<file path="config.mk">
export PLATFORM = sky130hd
export DESIGN_NAME = mem_req_arbiter
export DESIGN_NICKNAME = d
export VERILOG_FILES = /design/src/rtl/mem_req_arbiter.sv
export SDC_FILE = /design/constraint.sdc
export NUM_CORES = 1
export LEC_CHECK = 0
export BUFFER_PORTS_ARGS = -buffer_cell sky130_fd_sc_hd__clkbuf_2
export CORE_ASPECT_RATIO = 1.2
export CORE_MARGIN = 3
export CORE_UTILIZATION = 47
export DETAILED_ROUTE_END_ITERATION = 6
export PLACE_DENSITY = 0.9
export SLEW_MARGIN = 10
export SYNTH_ARGS = -nofsm -noshare
export SYNTH_HDL_FRONTEND = slang
export SYNTH_SLANG_ARGS = --single-unit
</file>
<file path="constraint.sdc">
create_clock -name clk -period 5.05 [get_ports clk]
set_input_delay 0.505 -clock clk [delete_from_list [all_inputs] [get_ports clk]]
set_output_delay 0.505 -clock clk [all_outputs]
set_load 0.03 [all_outputs]
</file>
<file path="src/rtl/mem_req_arbiter.sv">
// Two-port (fetch / load-store) arbiter in front of a single memory request port.
// Optional round-robin arbitration is compiled in with `define MEM_ARB_RR_EN.
module mem_req_arbiter #(
  parameter int XLEN  = 32,
  parameter int BYTES = 4
) (
  input  logic             clk,
  input  logic             rst,
  input  logic [XLEN-1:0]  i_addr,
  input  logic             i_valid,
  output logic [XLEN-1:0]  i_data_out,
  output logic             i_done,
  input  logic [XLEN-1:0]  d_addr,
  input  logic [XLEN-1:0]  d_data_in,
  input  logic             d_wr,
  input  logic             d_rd,
  input  logic             d_valid,
  input  logic [BYTES-1:0] d_be,
  output logic [XLEN-1:0]  d_data_out,
  output logic             d_done,
  output logic [XLEN-1:0]  mem_addr,
  output logic [XLEN-1:0]  mem_data_in,
  output logic             mem_wr,
  output logic             mem_rd,
  output logic             mem_valid,
  output logic [BYTES-1:0] mem_be,
  input  logic [XLEN-1:0]  mem_data_out,
  input  logic             mem_done
);

  typedef enum logic [1:0] {
    S_IDLE  = 2'd0,
    S_ISSUE = 2'd1,
    S_RESP  = 2'd2
  } state_t;

  state_t           r_state, w_state_nxt;
  logic             r_gnt_d, w_gnt_d_nxt;
  logic [XLEN-1:0]  r_mem_addr, w_mem_addr_nxt;
  logic [XLEN-1:0]  r_mem_data_in, w_mem_data_in_nxt;
  logic             r_mem_wr, w_mem_wr_nxt;
  logic             r_mem_rd, w_mem_rd_nxt;
  logic             r_mem_valid, w_mem_valid_nxt;
  logic [BYTES-1:0] r_mem_be, w_mem_be_nxt;
  logic [XLEN-1:0]  r_i_data_out, w_i_data_out_nxt;
  logic [XLEN-1:0]  r_d_data_out, w_d_data_out_nxt;
  logic             r_i_done, w_i_done_nxt;
  logic             r_d_done, w_d_done_nxt;
  logic             w_d_req, w_i_req, w_pick_d;

  // A D request with neither rd nor wr set is not a request at all.
  assign w_d_req = d_valid & (d_wr | d_rd);
  assign w_i_req = i_valid;

`ifdef MEM_ARB_RR_EN
  logic r_last_d, w_last_d_nxt;

  // On contention, the port that did not win last time gets the grant.
  assign w_pick_d = w_d_req & (~w_i_req | ~r_last_d);

  // Last-grant pointer advances on every grant out of IDLE.
  always_comb begin
    w_last_d_nxt = r_last_d;
    if ((r_state == S_IDLE) && (w_d_req || w_i_req)) begin
      w_last_d_nxt = w_pick_d;
    end else begin
      w_last_d_nxt = r_last_d;
    end
  end

  // Pointer register; starts out pointing at I so D wins the first tie.
  always_ff @(posedge clk or posedge rst) begin
    if (rst) begin
      r_last_d <= 1'b0;
    end else begin
      r_last_d <= w_last_d_nxt;
    end
  end
`else
  assign w_pick_d = w_d_req;
`endif

  // Next-state and next-output logic; every output is registered below.
  always_comb begin
    w_state_nxt       = r_state;
    w_gnt_d_nxt       = r_gnt_d;
    w_mem_addr_nxt    = r_mem_addr;
    w_mem_data_in_nxt = r_mem_data_in;
    w_mem_wr_nxt      = r_mem_wr;
    w_mem_rd_nxt      = r_mem_rd;
    w_mem_valid_nxt   = r_mem_valid;
    w_mem_be_nxt      = r_mem_be;
    w_i_data_out_nxt  = r_i_data_out;
    w_d_data_out_nxt  = r_d_data_out;
    w_i_done_nxt      = 1'b0;
    w_d_done_nxt      = 1'b0;
    case (r_state)
      S_IDLE: begin
        if (w_d_req || w_i_req) begin
          w_state_nxt     = S_ISSUE;
          w_mem_valid_nxt = 1'b1;
          w_gnt_d_nxt     = w_pick_d;
          if (w_pick_d) begin
            w_mem_addr_nxt    = d_addr;
            w_mem_data_in_nxt = d_data_in;
            w_mem_wr_nxt      = d_wr;
            w_mem_rd_nxt      = ~d_wr;
            w_mem_be_nxt      = d_be;
          end else begin
            w_mem_addr_nxt    = i_addr;
            w_mem_data_in_nxt = {XLEN{1'b0}};
            w_mem_wr_nxt      = 1'b0;
            w_mem_rd_nxt      = 1'b1;
            w_mem_be_nxt      = {BYTES{1'b1}};
          end
        end else begin
          w_state_nxt = S_IDLE;
        end
      end
      S_ISSUE: begin
        if (mem_done) begin
          w_state_nxt     = S_RESP;
          w_mem_valid_nxt = 1'b0;
          w_mem_rd_nxt    = 1'b0;
          w_mem_wr_nxt    = 1'b0;
          if (r_gnt_d) begin
            w_d_done_nxt     = 1'b1;
            w_d_data_out_nxt = r_mem_wr ? {XLEN{1'b0}} : mem_data_out;
          end else begin
            w_i_done_nxt     = 1'b1;
            w_i_data_out_nxt = mem_data_out;
          end
        end else begin
          w_state_nxt = S_ISSUE;
        end
      end
      S_RESP: begin
        w_state_nxt = S_IDLE;
      end
      default: begin
        w_state_nxt = S_IDLE;
      end
    endcase
  end

  // State and output registers; reset drops any transaction in flight.
  always_ff @(posedge clk or posedge rst) begin
    if (rst) begin
      r_state       <= S_IDLE;
      r_gnt_d       <= 1'b0;
      r_mem_addr    <= {XLEN{1'b0}};
      r_mem_data_in <= {XLEN{1'b0}};
      r_mem_wr      <= 1'b0;
      r_mem_rd      <= 1'b0;
      r_mem_valid   <= 1'b0;
      r_mem_be      <= {BYTES{1'b0}};
      r_i_data_out  <= {XLEN{1'b0}};
      r_d_data_out  <= {XLEN{1'b0}};
      r_i_done      <= 1'b0;
      r_d_done      <= 1'b0;
    end else begin
      r_state       <= w_state_nxt;
      r_gnt_d       <= w_gnt_d_nxt;
      r_mem_addr    <= w_mem_addr_nxt;
      r_mem_data_in <= w_mem_data_in_nxt;
      r_mem_wr      <= w_mem_wr_nxt;
      r_mem_rd      <= w_mem_rd_nxt;
      r_mem_valid   <= w_mem_valid_nxt;
      r_mem_be      <= w_mem_be_nxt;
      r_i_data_out  <= w_i_data_out_nxt;
      r_d_data_out  <= w_d_data_out_nxt;
      r_i_done      <= w_i_done_nxt;
      r_d_done      <= w_d_done_nxt;
    end
  end

  assign mem_addr    = r_mem_addr;
  assign mem_data_in = r_mem_data_in;
  assign mem_wr      = r_mem_wr;
  assign mem_rd      = r_mem_rd;
  assign mem_valid   = r_mem_valid;
  assign mem_be      = r_mem_be;
  assign i_data_out  = r_i_data_out;
  assign d_data_out  = r_d_data_out;
  assign i_done      = r_i_done;
  assign d_done      = r_d_done;

endmodule

</file>
Word level (Yosys, flattened, before mapping)
Index checks and enable logic that the tools add are counted.

Bits in registers: 140. Output and inout bits: 137. Bits of input ports: 139. Word-level logic and storage cells: 48.

Bitwise operators: 4. Eq/ne operators: 3. Reduce and logical (&&, ||, !) cells: 7. Multiplexer cells: 22.

Operator list (number): $mux 32 (3); $mux 1 (13); $reduce_and 3->1 (3); $pmux 1 s2 (3); $mux 4 (1); $ne 2x2->1 const B (2); $pmux 2 s2 (1); $eq 2x1->1 const B (1); $logic_not 2->1 (1); $mux 2 (1); $not 1->1 (2); $reduce_and 2->1 (1); $reduce_bool 2->1 (1); $and 1x1->1 (1); $logic_or 1x1->1 (1); $or 1x1->1 (1).

Longest topological paths before layout
Gate-level depths: netlist of the first run.

Word-level depth: 5. Depth in mapped cells: 6. Gate-level depth less buffers: 3.

Worst setup path before layout of the first run
No wires, ideal clock.

Path type: input-to-reg. From: input port d_rd. To: register r_mem_rd (netlist: mem_rd). Arrival: 1.419 ns. Stages: 6. Setup slack: 3.552 ns. Cells stage by stage: o21a_1 > buf_4 > o21ai_4 > buf_6 > buf_6 > mux2i_1.

Cells in the longest elaborated chain, start to end: 5. Elaborated cells on any way between the ends: 8.

Ends and longest elaborated chain: start, declared (RTL line 16) `input logic d_rd,`; $or 1x1->1 (*) (RTL line 52) `assign w_d_req = d_valid & (d_wr | d_rd);`; $and 1x1->1 (*) (RTL line 52); $mux 1 / $logic_or 1x1->1 (equally long branches) (RTL line 103, 99); $mux 1 / $ne 2x2->1 (equally long branches); $pmux 1 s2 / $reduce_and 3->1 (equally long branches); end signal, assigned (RTL line 167) `r_mem_rd <= w_mem_rd_nxt;`; end, declared (RTL line 42) `logic r_mem_rd, w_mem_rd_nxt;`.

Every way passes the cells marked *; elsewhere a longest branch is shown, timed or not. The select of a mux whose other input is x is not followed. A chain may end at the register's enable or synchronous reset.

Worst setup path after layout of the first run
From: input port d_rd. To: register r_mem_data_in[11] (netlist: mem_data_in[11]).

Cells in the longest elaborated chain, start to end: 4. Elaborated cells on any way between the ends: 5.

Ends and longest elaborated chain: $or 1x1->1 (*) (RTL line 52); $and 1x1->1 (*) (RTL line 52); $logic_or 1x1->1 (RTL line 99) `if (w_d_req || w_i_req) begin`; $reduce_and 2->1 (no line); end signal, assigned (RTL line 152) `r_mem_data_in <= {XLEN{1'b0}};`; end signal, assigned (RTL line 165) `r_mem_data_in <= w_mem_data_in_nxt;`; end, declared (RTL line 40) `logic [XLEN-1:0] r_mem_data_in, w_mem_data_in_nxt;`.

Every way passes the cells marked *; elsewhere a longest branch is shown, timed or not.

==> results.sh, run 1 <==
export IMPL_outcome="finished clean"
export IMPL_grt_total_usage_pct=22.3
export IMPL_r2r_start="r_state[1]"
export IMPL_syn_num_nets=636
export IMPL_cp_endpoint="mem_data_in[11]"
export IMPL_finalWirelength_um=16000
export IMPL_hold_slack_ns=0.267
export IMPL_antenna_found_initial=0
export IMPL_diodes=0
export IMPL_initial_core_util_pct=49.0
export IMPL_clockBufferDepth=2
export IMPL_rows=44
export IMPL_port_buffers=275
export IMPL_r2r_cells=3
export IMPL_slew_headroom_pct=29.2
export IMPL_endpoint_kind="register"
export IMPL_period_share_pct=43.3
export IMPL_critPathMaxFanout=51
export IMPL_hold_viol_final=0
export IMPL_startpoint_type="input pin"
export IMPL_slew_viol_final=0
export IMPL_syn_area_um2=6050
export IMPL_area_delta_synth_final_pct=32.9
export IMPL_final_cells=932
export IMPL_pin_count=276
export IMPL_vias_per_cell=5.22
export IMPL_cts_root_buf="clkbuf_16"
export IMPL_yosys_warnings=0
export IMPL_ys_top_cells_by_area="dfrtp_1, a211oi_2, nor3_2"
export IMPL_dr_first_iter_drc_count=242
export IMPL_critPathKind="input pin to register"
export IMPL_cts_tree="done"
export IMPL_fill_cells=968
export IMPL_grt_pass1_wl_um=24400
export IMPL_cp_startpoint="d_rd"
export IMPL_cts_sinks=140
export IMPL_crit_cells=6
export IMPL_cpMostUsedCell="buf_4"
export IMPL_numCtsBuffers=17
export IMPL_gp_congestion=0.793
export IMPL_r2r_end="i_data_out[29]"
export IMPL_clkLatencyLatePin_ns=0.41
export IMPL_max_stage_delay_ns=0.65
export IMPL_dp_hpwl_um=11700
export IMPL_h_tree_depth=4
export IMPL_synth_top_area_share_pct=57.9
export IMPL_seq_area_frac_synth_pct=57.9
export IMPL_crit_required_ns=5.39
export IMPL_skew_ns=0.00686
export IMPL_fin_nets=898
export IMPL_timing_fmax_ghz=0.457
export IMPL_ys_ff_latch=140
export IMPL_clk_pin_slew_ns=0.06
export IMPL_cts_resized=0
export IMPL_power_density_nw_per_um2=736
export IMPL_rrSetupSlack_ns=2.99
export IMPL_dieArea_um2=14300
export IMPL_ff_latch_area_um2=3500
export IMPL_drive_gt1_share_pct=50.8
export IMPL_grt_pass1_vias=4848
export IMPL_die_x_um=110
export IMPL_grt_setup_unrepaired="no"
export IMPL_synth_area_per_cell_um2=12.2
export IMPL_yosysTopAreaCell="dfrtp_1"
export IMPL_path_delay_family="buffers and inverters"
export IMPL_dr_total_vias=4865
export IMPL_final_setup_tns_ns=0
export IMPL_peakVddDrop_mv=0.366
export IMPL_max_slew_worst_pin_slew_ns=1.06
export IMPL_ctsHoldBuffers=0
export IMPL_netlist_cell_type_count=30
export IMPL_crit_slowest_cell="buf_4"
export IMPL_wl_per_cell_um=17.2
export IMPL_post_route_min_period_ns=2.19
export IMPL_grt_max_degree=101
export IMPL_core_um2=12300
export IMPL_setup_violations=0
export IMPL_worstPathArrival_ns=2.52
export IMPL_firstDrtPassIters=4
export IMPL_post_cts_buffers=0
export IMPL_total_power_mw=5.92
export IMPL_leakage_nw=4.12
export IMPL_dp_cells=901
export IMPL_cap_violations=0
export IMPL_die_h_um=130
export IMPL_crit_chain="clkbuf_2, o21a_2, buf_4, o21ai_4, buf_4, a22o_1"
export IMPL_ant_nets=0
export IMPL_multi_input_area_um2=2170
export IMPL_min_path_type="input pin to asynchronous set/reset pin"
export IMPL_grt_overflow_total=0
export IMPL_drc=0
export IMPL_cp_num_buf_inv=3
export IMPL_syn_inst=497
worst min path at each step:
stage	start	to
detailed placement	d_data_out[0]	d_data_out[0]
CTS	d_data_in[0]	mem_data_in[0]
global route	d_data_in[10]	mem_data_in[10]
floorplan	r_gnt_d	r_gnt_d
global placement	d_data_out[27]	d_data_out[27]
finish	rst	mem_data_in[17]
through the flow:
step	util [%]	setup slack (ns)	cell area, µm²
global route	65.2	2.72	8040
global placement	60.3	2.46	7430
detailed placement	60.3	2.40	7430
finish	65.2	2.86	8040
floorplan	-	0.792	6050
CTS	65.2	2.85	8040
layout make-up:
class	instances	share of cell area, %
inverter	35	1.70
multi-input combinational	284	27.0
clock inverter	13	2.07
timing repair buffer	281	17.7
sequential	140	43.6
tap	161	2.51
clock buffer	18	5.46
synth_stat cells:
cell	n
a211oi_1	5
a211oi_2	27
a22o_1	32
and2_1	1
buf_2	15
buf_4	8
buf_6	7
clkbuf_1	8
dfrtp_1	140
inv_1	35
mux2_1	17
mux2_2	15
mux2i_1	1
nand2_1	39
nand2b_1	33
nand3b_2	1
nand4b_1	1
nor2_2	1
nor2_4	2
nor3_1	35
nor3_2	29
o211ai_1	1
o21a_1	2
o21ai_0	29
o21ai_1	5
o21ai_2	1
o21ai_4	1
o22a_1	4
or2_1	1
or3b_1	1
registers in the layout, indices dropped and copies added (netlist names):
register / flops
d_data_out: 32
d_done: 1
i_data_out: 32
i_done: 1
mem_addr: 32
mem_be: 4
mem_data_in: 32
mem_rd: 1
mem_valid: 1
mem_wr: 1
r_gnt_d: 1
r_state: 2
per-layer routing:
layer / vias to the layer above / wire length, µm / global-route usage, %
li1: 2256 / - / -
met1: 2361 / 5960 / 24.8
met2: 219 / 8280 / 39.7
met3: 29 / 1420 / 6.88
met4: 0 / 362 / 8.51
met5: - / 0 / 0
cells in the final DEF, fill, tap and decap left out, types with 2 or more instances in the layout:
| cell type | synthesis | layout |
|---|---|---|
| clkinvlp_4 | 0 | 2 |
| buf_4 | 8 | 6 |
| clkbuf_16 | 0 | 17 |
| o22a_1 | 4 | 4 |
| nor3_1 | 35 | 35 |
| nand2_1 | 39 | 39 |
| clkinv_4 | 0 | 2 |
| o21ai_0 | 29 | 29 |
| nor2_4 | 2 | 2 |
| a211oi_1 | 5 | 5 |
| nor3_2 | 29 | 29 |
| inv_6 | 0 | 3 |
| mux2_1 | 17 | 17 |
| clkinv_2 | 0 | 3 |
| a211oi_2 | 27 | 27 |
| a22o_1 | 32 | 32 |
| clkbuf_2 | 0 | 275 |
| inv_1 | 35 | 34 |
| mux2_2 | 15 | 15 |
| o21ai_1 | 5 | 5 |
| nand2b_1 | 33 | 33 |
| dfrtp_1 | 140 | 140 |
| bufinv_16 | 0 | 3 |
kinds of logic after synthesis:
kind of cell / after synthesis / synth area share, %
flip-flops: 140 / 57.9
multiplexers: 33 / 6.13
buffers and inverters: 73 / 6.21
AND/OR/NAND/NOR: 144 / 14.7
AO/OA/AOI/OAI: 107 / 15.0
power breakdown:
| group | total (mW) | internal (mW) | switching, mW | leakage, nW |
|---|---|---|---|---|
| clock | 1.27 | 0.792 | 0.476 | 0.294 |
| combinational | 2.68 | 0.843 | 1.84 | 2.13 |
| sequential | 1.97 | 1.64 | 0.328 | 1.69 |
| total | 5.92 | 3.27 | 2.64 | 4.12 |
No activity file was read; power rests on OpenSTA's default activity.
==> run 2: changes to the inputs <==
--- a/config.mk
+++ b/config.mk
@@ -8,9 +8,9 @@
 export BUFFER_PORTS_ARGS = -buffer_cell sky130_fd_sc_hd__clkbuf_2
 export CORE_ASPECT_RATIO = 1.2
 export CORE_MARGIN = 3
-export CORE_UTILIZATION = 47
+export CORE_UTILIZATION = 43
 export DETAILED_ROUTE_END_ITERATION = 6
-export PLACE_DENSITY = 0.9
+export PLACE_DENSITY = 0.87
 export SLEW_MARGIN = 10
 export SYNTH_ARGS = -nofsm -noshare
 export SYNTH_HDL_FRONTEND = slang
==> constraint.sdc (replaced) <==
create_clock -name clk -period 1.9 [get_ports clk]
set_input_delay 0.19 -clock clk [delete_from_list [all_inputs] [get_ports clk]]
set_output_delay 0.19 -clock clk [all_outputs]
set_load 0.03 [all_outputs]
==> run 2 against run 1 <==
Compared with the run above:
- clock power grew to 2.5 times the previous value
- setup slack lost 2.5 ns
- combinational power grew to 2.8 times the previous value
- critical path type is now register to register
- critical endpoint is now i_data_out[31]
- largest power group unchanged
- highest routed layer unchanged
==> results.sh, run 2 (synthesis gave the netlist of run 1 again) <==
export IMPL_numCtsBuffers=17
export IMPL_dr_total_vias=4890
export IMPL_slew_headroom_pct=49.1
export IMPL_hold_depth=2
export IMPL_cp_num_buf_inv=1
export IMPL_min_path_type="input pin to register"
export IMPL_peakVddDrop_mv=1.11
export IMPL_crit_required_ns=2.19
export IMPL_min_from="d_data_in[29]"
export IMPL_grt_max_degree=141
export IMPL_max_stage_delay_ns=0.42
export IMPL_multi_input_area_um2=2170
export IMPL_worstPathArrival_ns=1.86
export IMPL_vias_per_cell=4.99
export IMPL_slew_viol_final=0
export IMPL_area_delta_synth_final_pct=39.6
export IMPL_critPathKind="register to register"
export IMPL_r2r_start="r_state[1]"
export IMPL_skew_ns=0.0117
export IMPL_fill_cells=1092
export IMPL_ant_nets=0
export IMPL_grt_overflow_total=0
export IMPL_power_internal_mw=8.57
export IMPL_grt_total_usage_pct=20.7
export IMPL_clkLatencyLatePin_ns=0.41
export IMPL_crit_chain="nand3b_2, nor2_4, buf_12, mux2_2"
export IMPL_ff_latch_area_um2=3500
export IMPL_clk_pin_slew_ns=0.06
export IMPL_outcome="finished clean"
export IMPL_mostFrequentLayoutCells="clkbuf_2, dfrtp_1, nand2_1"
export IMPL_die_x_um=114
export IMPL_rows=46
export IMPL_cts_tree="done"
export IMPL_hold_path_end="mem_data_in[29]"
export IMPL_initial_core_util_pct=44.9
export IMPL_dieArea_um2=15500
export IMPL_crit_slowest_cell="dfrtp_1"
export IMPL_h_tree_depth=4
export IMPL_core_um2=13500
export IMPL_post_cts_buffers=0
export IMPL_power_density_nw_per_um2=1870
export IMPL_dp_hpwl_um=11500
export IMPL_setup_ws_ns=0.329
export IMPL_antenna_found_initial=2
export IMPL_grt_pass1_wl_um=25500
export IMPL_gp_congestion=0.838
export IMPL_final_cells=979
export IMPL_dr_first_iter_drc_count=376
export IMPL_drc=0
export IMPL_endpoint_kind="register"
export IMPL_cts_sinks=140
export IMPL_startpoint_type="register"
export IMPL_firstDrtPassIters=4
export IMPL_layout_commonest_cell="clkbuf_2"
export IMPL_dp_cells=916
export IMPL_leakage_nw=4.29
export IMPL_design_area_um2=8440
export IMPL_post_route_min_period_ns=1.57
export IMPL_grt_pass1_vias=5106
export IMPL_post_dp_cell_area_um2=7560
export IMPL_swShare_pct=45.6
export IMPL_pin_count=276
export IMPL_power_frac_seq_pct=32.7
export IMPL_die_h_um=136
export IMPL_max_slew_worst_pin_slew_ns=0.764
export IMPL_timing_fmax_ghz=0.636
export IMPL_finalWirelength_um=16300
export IMPL_p_comb_share_pct=47.0
export IMPL_grt_setup_unrepaired="no"
export IMPL_period_share_pct=82.7
export IMPL_r2r_cells=4
export IMPL_drive_gt1_share_pct=49.6
export IMPL_pwr_share_clk_pct=20.4
export IMPL_fin_nets=935
export IMPL_rrSetupSlack_ns=0.33
export IMPL_critPathMaxFanout=33
export IMPL_p_sw_mw=7.19
export IMPL_clockBufferDepth=2
export IMPL_hold_viol_final=0
export IMPL_wl_per_cell_um=16.6
export IMPL_path_delay_family="simple AND/OR/NAND/NOR gates"
export IMPL_setup_violations=0
export IMPL_cap_violations=0
export IMPL_r2r_end="i_data_out[31]"
export IMPL_cts_resized=0
export IMPL_port_buffers=275
export IMPL_cts_root_buf="clkbuf_16"
export IMPL_preCtsSetupSlack_ns=0.322
run 2: changes by cell type in the layout (fill, tap and decap cells not counted), moves of 2 or more:
cell | before | now
dlygate4sd3_1 | 0 | 29
clkinv_4 | 2 | 4
bufinv_16 | 3 | 0
buf_4 | 6 | 9
diode_2 | 0 | 2
buf_12 | 0 | 5
inv_8 | 1 | 4
clkinv_2 | 3 | 0
run 2: repair_timing:
item | in CTS | in global routing
hold buffers | 28 | 1
setup endpoints to repair | 0 | 0
hold endpoints to repair | 28 | 4
run 2: worst reg2reg max path, stage by stage, from the launching register on:
cell      delay, ns
dfrtp_1        0.42
nand3b_2       0.30
nor2_4         0.14
buf_12         0.22
mux2_2         0.37
run 2: worst max path at each step:
stage,slack (ns),endpoint,startpoint,cells past startpoint
5_1_grt,0.26,i_data_out[31],r_state[1],4
4_1_cts,0.33,i_data_out[31],r_state[1],4
3_3_place_gp,0.38,i_data_out[30],r_state[1],4
6_report,0.33,i_data_out[31],r_state[1],4
3_5_place_dp,0.32,i_data_out[31],r_state[1],4
2_1_floorplan,-0.04,d_data_out[0],rst,1
run 2: final cells by class:
| class | instances | area share [%] |
|---|---|---|
| Antenna cell | 2 | 0.0593 |
| Clock buffer | 19 | 5.37 |
| Clock inverter | 13 | 1.53 |
| Inverter | 35 | 1.60 |
| Multi-Input combinational cell | 284 | 25.7 |
| Sequential cell | 140 | 41.5 |
| Tap cell | 168 | 2.49 |
| Timing Repair Buffer | 318 | 21.7 |
run 2: power by group through the flow:
stage | Combinational, mW | Clock (mW) | Sequential [mW]
after floorplan | 2.58 | 0 | 7.75
after CTS | 7.48 | 3.28 | 5.14
after global routing | 7.93 | 3.40 | 5.31
final | 7.40 | 3.21 | 5.15
after global placement | 7.27 | 0 | 5.13
after detailed placement | 7.43 | 0 | 5.18
run 2: routing by layer:
metal / vias to the layer above / wire length (µm) / GRT usage [%]
met5: - / 0 / 0
met4: 0 / 314 / 6.73
met3: 25 / 1130 / 5.21
met2: 215 / 8320 / 35.6
met1: 2325 / 6490 / 25.6
li1: 2325 / - / -
run 2: metrics by stage:
stage	hold slack [ns]	utilization (%)	TNS, ns	power, mW
6_report	0.0136	62.7	0	15.8
5_1_grt	0.00675	62.7	0	16.6
4_1_cts	0.000248	62.5	0	15.9
3_5_place_dp	0.405	56.1	0	12.6
3_3_place_gp	0.401	56.1	0	12.4
2_1_floorplan	0.297	-	-5.47	10.3
==> run 3: changes to the inputs <==
--- a/config.mk
+++ b/config.mk
@@ -5,12 +5,13 @@
 export SDC_FILE = /design/constraint.sdc
 export NUM_CORES = 1
 export LEC_CHECK = 0
+export ABC_AREA = 1
 export BUFFER_PORTS_ARGS = -buffer_cell sky130_fd_sc_hd__clkbuf_2
 export CORE_ASPECT_RATIO = 1.2
 export CORE_MARGIN = 3
-export CORE_UTILIZATION = 43
+export CORE_UTILIZATION = 42
 export DETAILED_ROUTE_END_ITERATION = 6
-export PLACE_DENSITY = 0.87
+export PLACE_DENSITY = 0.86
 export SLEW_MARGIN = 10
 export SYNTH_ARGS = -nofsm -noshare
 export SYNTH_HDL_FRONTEND = slang
==> constraint.sdc (replaced) <==
create_clock -name clk -period 1.4 [get_ports clk]
set_input_delay 0.14 -clock clk [delete_from_list [all_inputs] [get_ports clk]]
set_output_delay 0.14 -clock clk [all_outputs]
set_load 0.03 [all_outputs]
==> run 3 against run 2 <==
Compared with the run above:
- hold slack improved by 0.0041 ns
- core utilization increased by 2.8 points
- sequential cell count unchanged
- wire length increased by 14%
- synthesized cell count increased by 43%
- sequential share of layout area decreased by 1.9 points
- setup slack got worse by 0.18 ns
- clock power increased by 45%
- critical path type is now input pin to register
==> results.sh, run 3 <==
export IMPL_grt_setup_unrepaired="no"
export IMPL_max_stage_delay_ns=0.56
export IMPL_setup_violations=0
export IMPL_ys_ff_latch=140
export IMPL_antenna_found_initial=0
export IMPL_yosysTopAreaCell="dfrtp_1"
export IMPL_cts_root_buf="clkbuf_16"
export IMPL_h_tree_depth=4
export IMPL_critPathKind="input pin to register"
export IMPL_cts_sinks=140
export IMPL_cts_tree="done"
export IMPL_port_buffers=275
export IMPL_crit_chain="dlygate4sd3_1, clkbuf_2, nand2_1, buf_4, o21ai_0, nand2_1"
export IMPL_drive_gt1_share_pct=32.0
export IMPL_period_share_pct=89.1
export IMPL_post_synth_top_count_cell="nand2_1"
export IMPL_vias_per_cell=4.92
export IMPL_rows=46
export IMPL_slew_headroom_pct=62.9
export IMPL_pin_count=276
export IMPL_post_route_min_period_ns=1.25
export IMPL_ys_flop_type="dfrtp_1"
export IMPL_firstDrtPassIters=6
export IMPL_path_delay_family="buffers and inverters"
export IMPL_mostFrequentLayoutCells="nand2_1, clkbuf_2, dfrtp_1"
export IMPL_netlist_cell_type_count=17
export IMPL_syn_area_um2=5920
export IMPL_layout_commonest_cell="nand2_1"
export IMPL_dp_hpwl_um=12300
export IMPL_drc=0
export IMPL_max_slew_worst_pin_slew_ns=0.556
export IMPL_dp_cells=1131
export IMPL_clockBufferDepth=2
export IMPL_syn_num_nets=849
export IMPL_crit_required_ns=1.74
export IMPL_synth_edff_count=0
export IMPL_numCtsBuffers=17
export IMPL_timing_fmax_ghz=0.801
export IMPL_dr_first_iter_drc_count=601
export IMPL_seq_area_frac_synth_pct=59.1
export IMPL_dieArea_um2=15600
export IMPL_final_cells=1230
export IMPL_clk_pin_slew_ns=0.06
export IMPL_clkLatencyLatePin_ns=0.40
export IMPL_die_x_um=114
export IMPL_gp_congestion=0.814
export IMPL_finalWirelength_um=18500
export IMPL_area_delta_synth_final_pct=49.4
export IMPL_cap_violations=0
export IMPL_grt_pass1_wl_um=29400
export IMPL_grt_total_usage_pct=23.7
export IMPL_skew_ns=0.00787
export IMPL_worstPathArrival_ns=1.59
export IMPL_grt_max_degree=61
export IMPL_initial_core_util_pct=43.8
export IMPL_crit_slowest_cell="dlygate4sd3_1"
export IMPL_critPathMaxFanout=32
export IMPL_cpMostUsedCell="nand2_1"
export IMPL_ys_top_cells_by_area="dfrtp_1, nand2_1, nand3_1"
export IMPL_synth_area_per_cell_um2=8.34
export IMPL_final_setup_tns_ns=0
export IMPL_ys_async_sr_fraction_pct=100
export IMPL_die_h_um=136
export IMPL_outcome="finished clean"
export IMPL_dr_total_vias=6047
export IMPL_fill_cells=1068
export IMPL_hold_viol_final=0
export IMPL_min_path_type="input pin to register"
export IMPL_yosys_warnings=0
export IMPL_synth_top_cells_by_count="nand2_1, dfrtp_1, nand3_1"
export IMPL_peakVddDrop_mv=1.48
export IMPL_core_um2=13500
export IMPL_grt_overflow_total=0
export IMPL_postLayoutCoreUtil_pct=65.4
export IMPL_endpoint_kind="register"
export IMPL_synth_top_area_share_pct=59.1
export IMPL_power_density_nw_per_um2=2500
export IMPL_ant_nets=0
export IMPL_grt_pass1_vias=5954
export IMPL_total_power_mw=22.1
export IMPL_post_dp_cell_area_um2=7560
export IMPL_wl_per_cell_um=15.1
export IMPL_design_area_um2=8850
export IMPL_cp_num_buf_inv=3
export IMPL_startpoint_type="input pin"
export IMPL_slew_viol_final=0
export IMPL_syn_inst=710
export IMPL_leakage_nw=5.10
export IMPL_fin_nets=1189
==> run 3: cell count changes in the layout (fill, tap and decap cells not counted), sizes merged, moves of 21 or more <==
| cell | change |
|---|---|
| nand2 | +328 |
| mux2 | -32 |
| dlygate4sd3 | +39 |
| nand3 | +99 |
| nand2b | -33 |
| nor3 | -64 |
| inv | -21 |
| a22o | -32 |
| a211oi | -32 |
==> run 3: path summary, 6_finish.rpt <==
kind	start	endpoint	slack, ns	cells after the start
max	mem_done	d_data_out[28]	0.15	6
min	d_be[3]	mem_be[3]	0.02	3
max reg2reg	r_state[1]	i_data_out[9]	0.16	5
min reg2reg	mem_data_in[20]	mem_data_in[20]	0.47	2
max in group asynchronous	rst	mem_data_in[8]	0.50	4
min in group asynchronous	rst	i_data_out[22]	0.41	4
==> run 3: through the flow <==
stage / worst slack [ns] / hold slack, ns
4_1_cts: 0.181 / 0.00248
2_1_floorplan: -0.489 / 0.235
3_3_place_gp: 0.164 / 0.259
6_report: 0.152 / 0.0177
5_1_grt: 0.0376 / 0.0124
3_5_place_dp: 0.134 / 0.260
==> run 3: worst reg2reg max path, delay by kind of cell (launching register included) <==
kind          cells  cell delay [ns]
simple gates      4             0.45
flops             1             0.43
buf+inv           1             0.25
==> run 3: report_power, final <==
group / switching [mW] / internal [mW] / total (mW)
clock network: 1.74 / 2.92 / 4.65
logic: 7.38 / 2.94 / 10.3
registers: 1.15 / 5.96 / 7.11
==> run 3: cells by family after synthesis <==
logic type      synth area share [%]
compound gates                  3.29
buf+inv                         4.96
simple gates                    32.6
flops                           59.1
==> run 3: layer usage <==
layer | wire, µm | global-route usage (%) | share of wire (%) | up-vias
li1 | - | - | - | 2923
met1 | 7000 | 27.8 | 38 | 2778
met2 | 9730 | 42.4 | 52 | 305
met3 | 1340 | 5.61 | 7.2 | 41
met4 | 479 | 8.05 | 2.6 | 0
met5 | 0 | 0 | 0 | -
==> run 3: area by class of cell <==
class	instances	area (µm²)	area share, %
Tap cell	168	210	2.38
Clock buffer	19	453	5.12
Sequential cell	140	3500	39.6
Timing Repair Buffer	365	2330	26.4
Clock inverter	11	158	1.78
Multi-Input combinational cell	512	2130	24.1
Inverter	14	56.3	0.636
Antenna cell	1	2.50	0.0283
==> run 3: repair_timing <==
item	CTS	global route
endpoints found under the hold margin	238	0
resized for setup	0	0
hold buffers	68	0
setup buffers	0	0
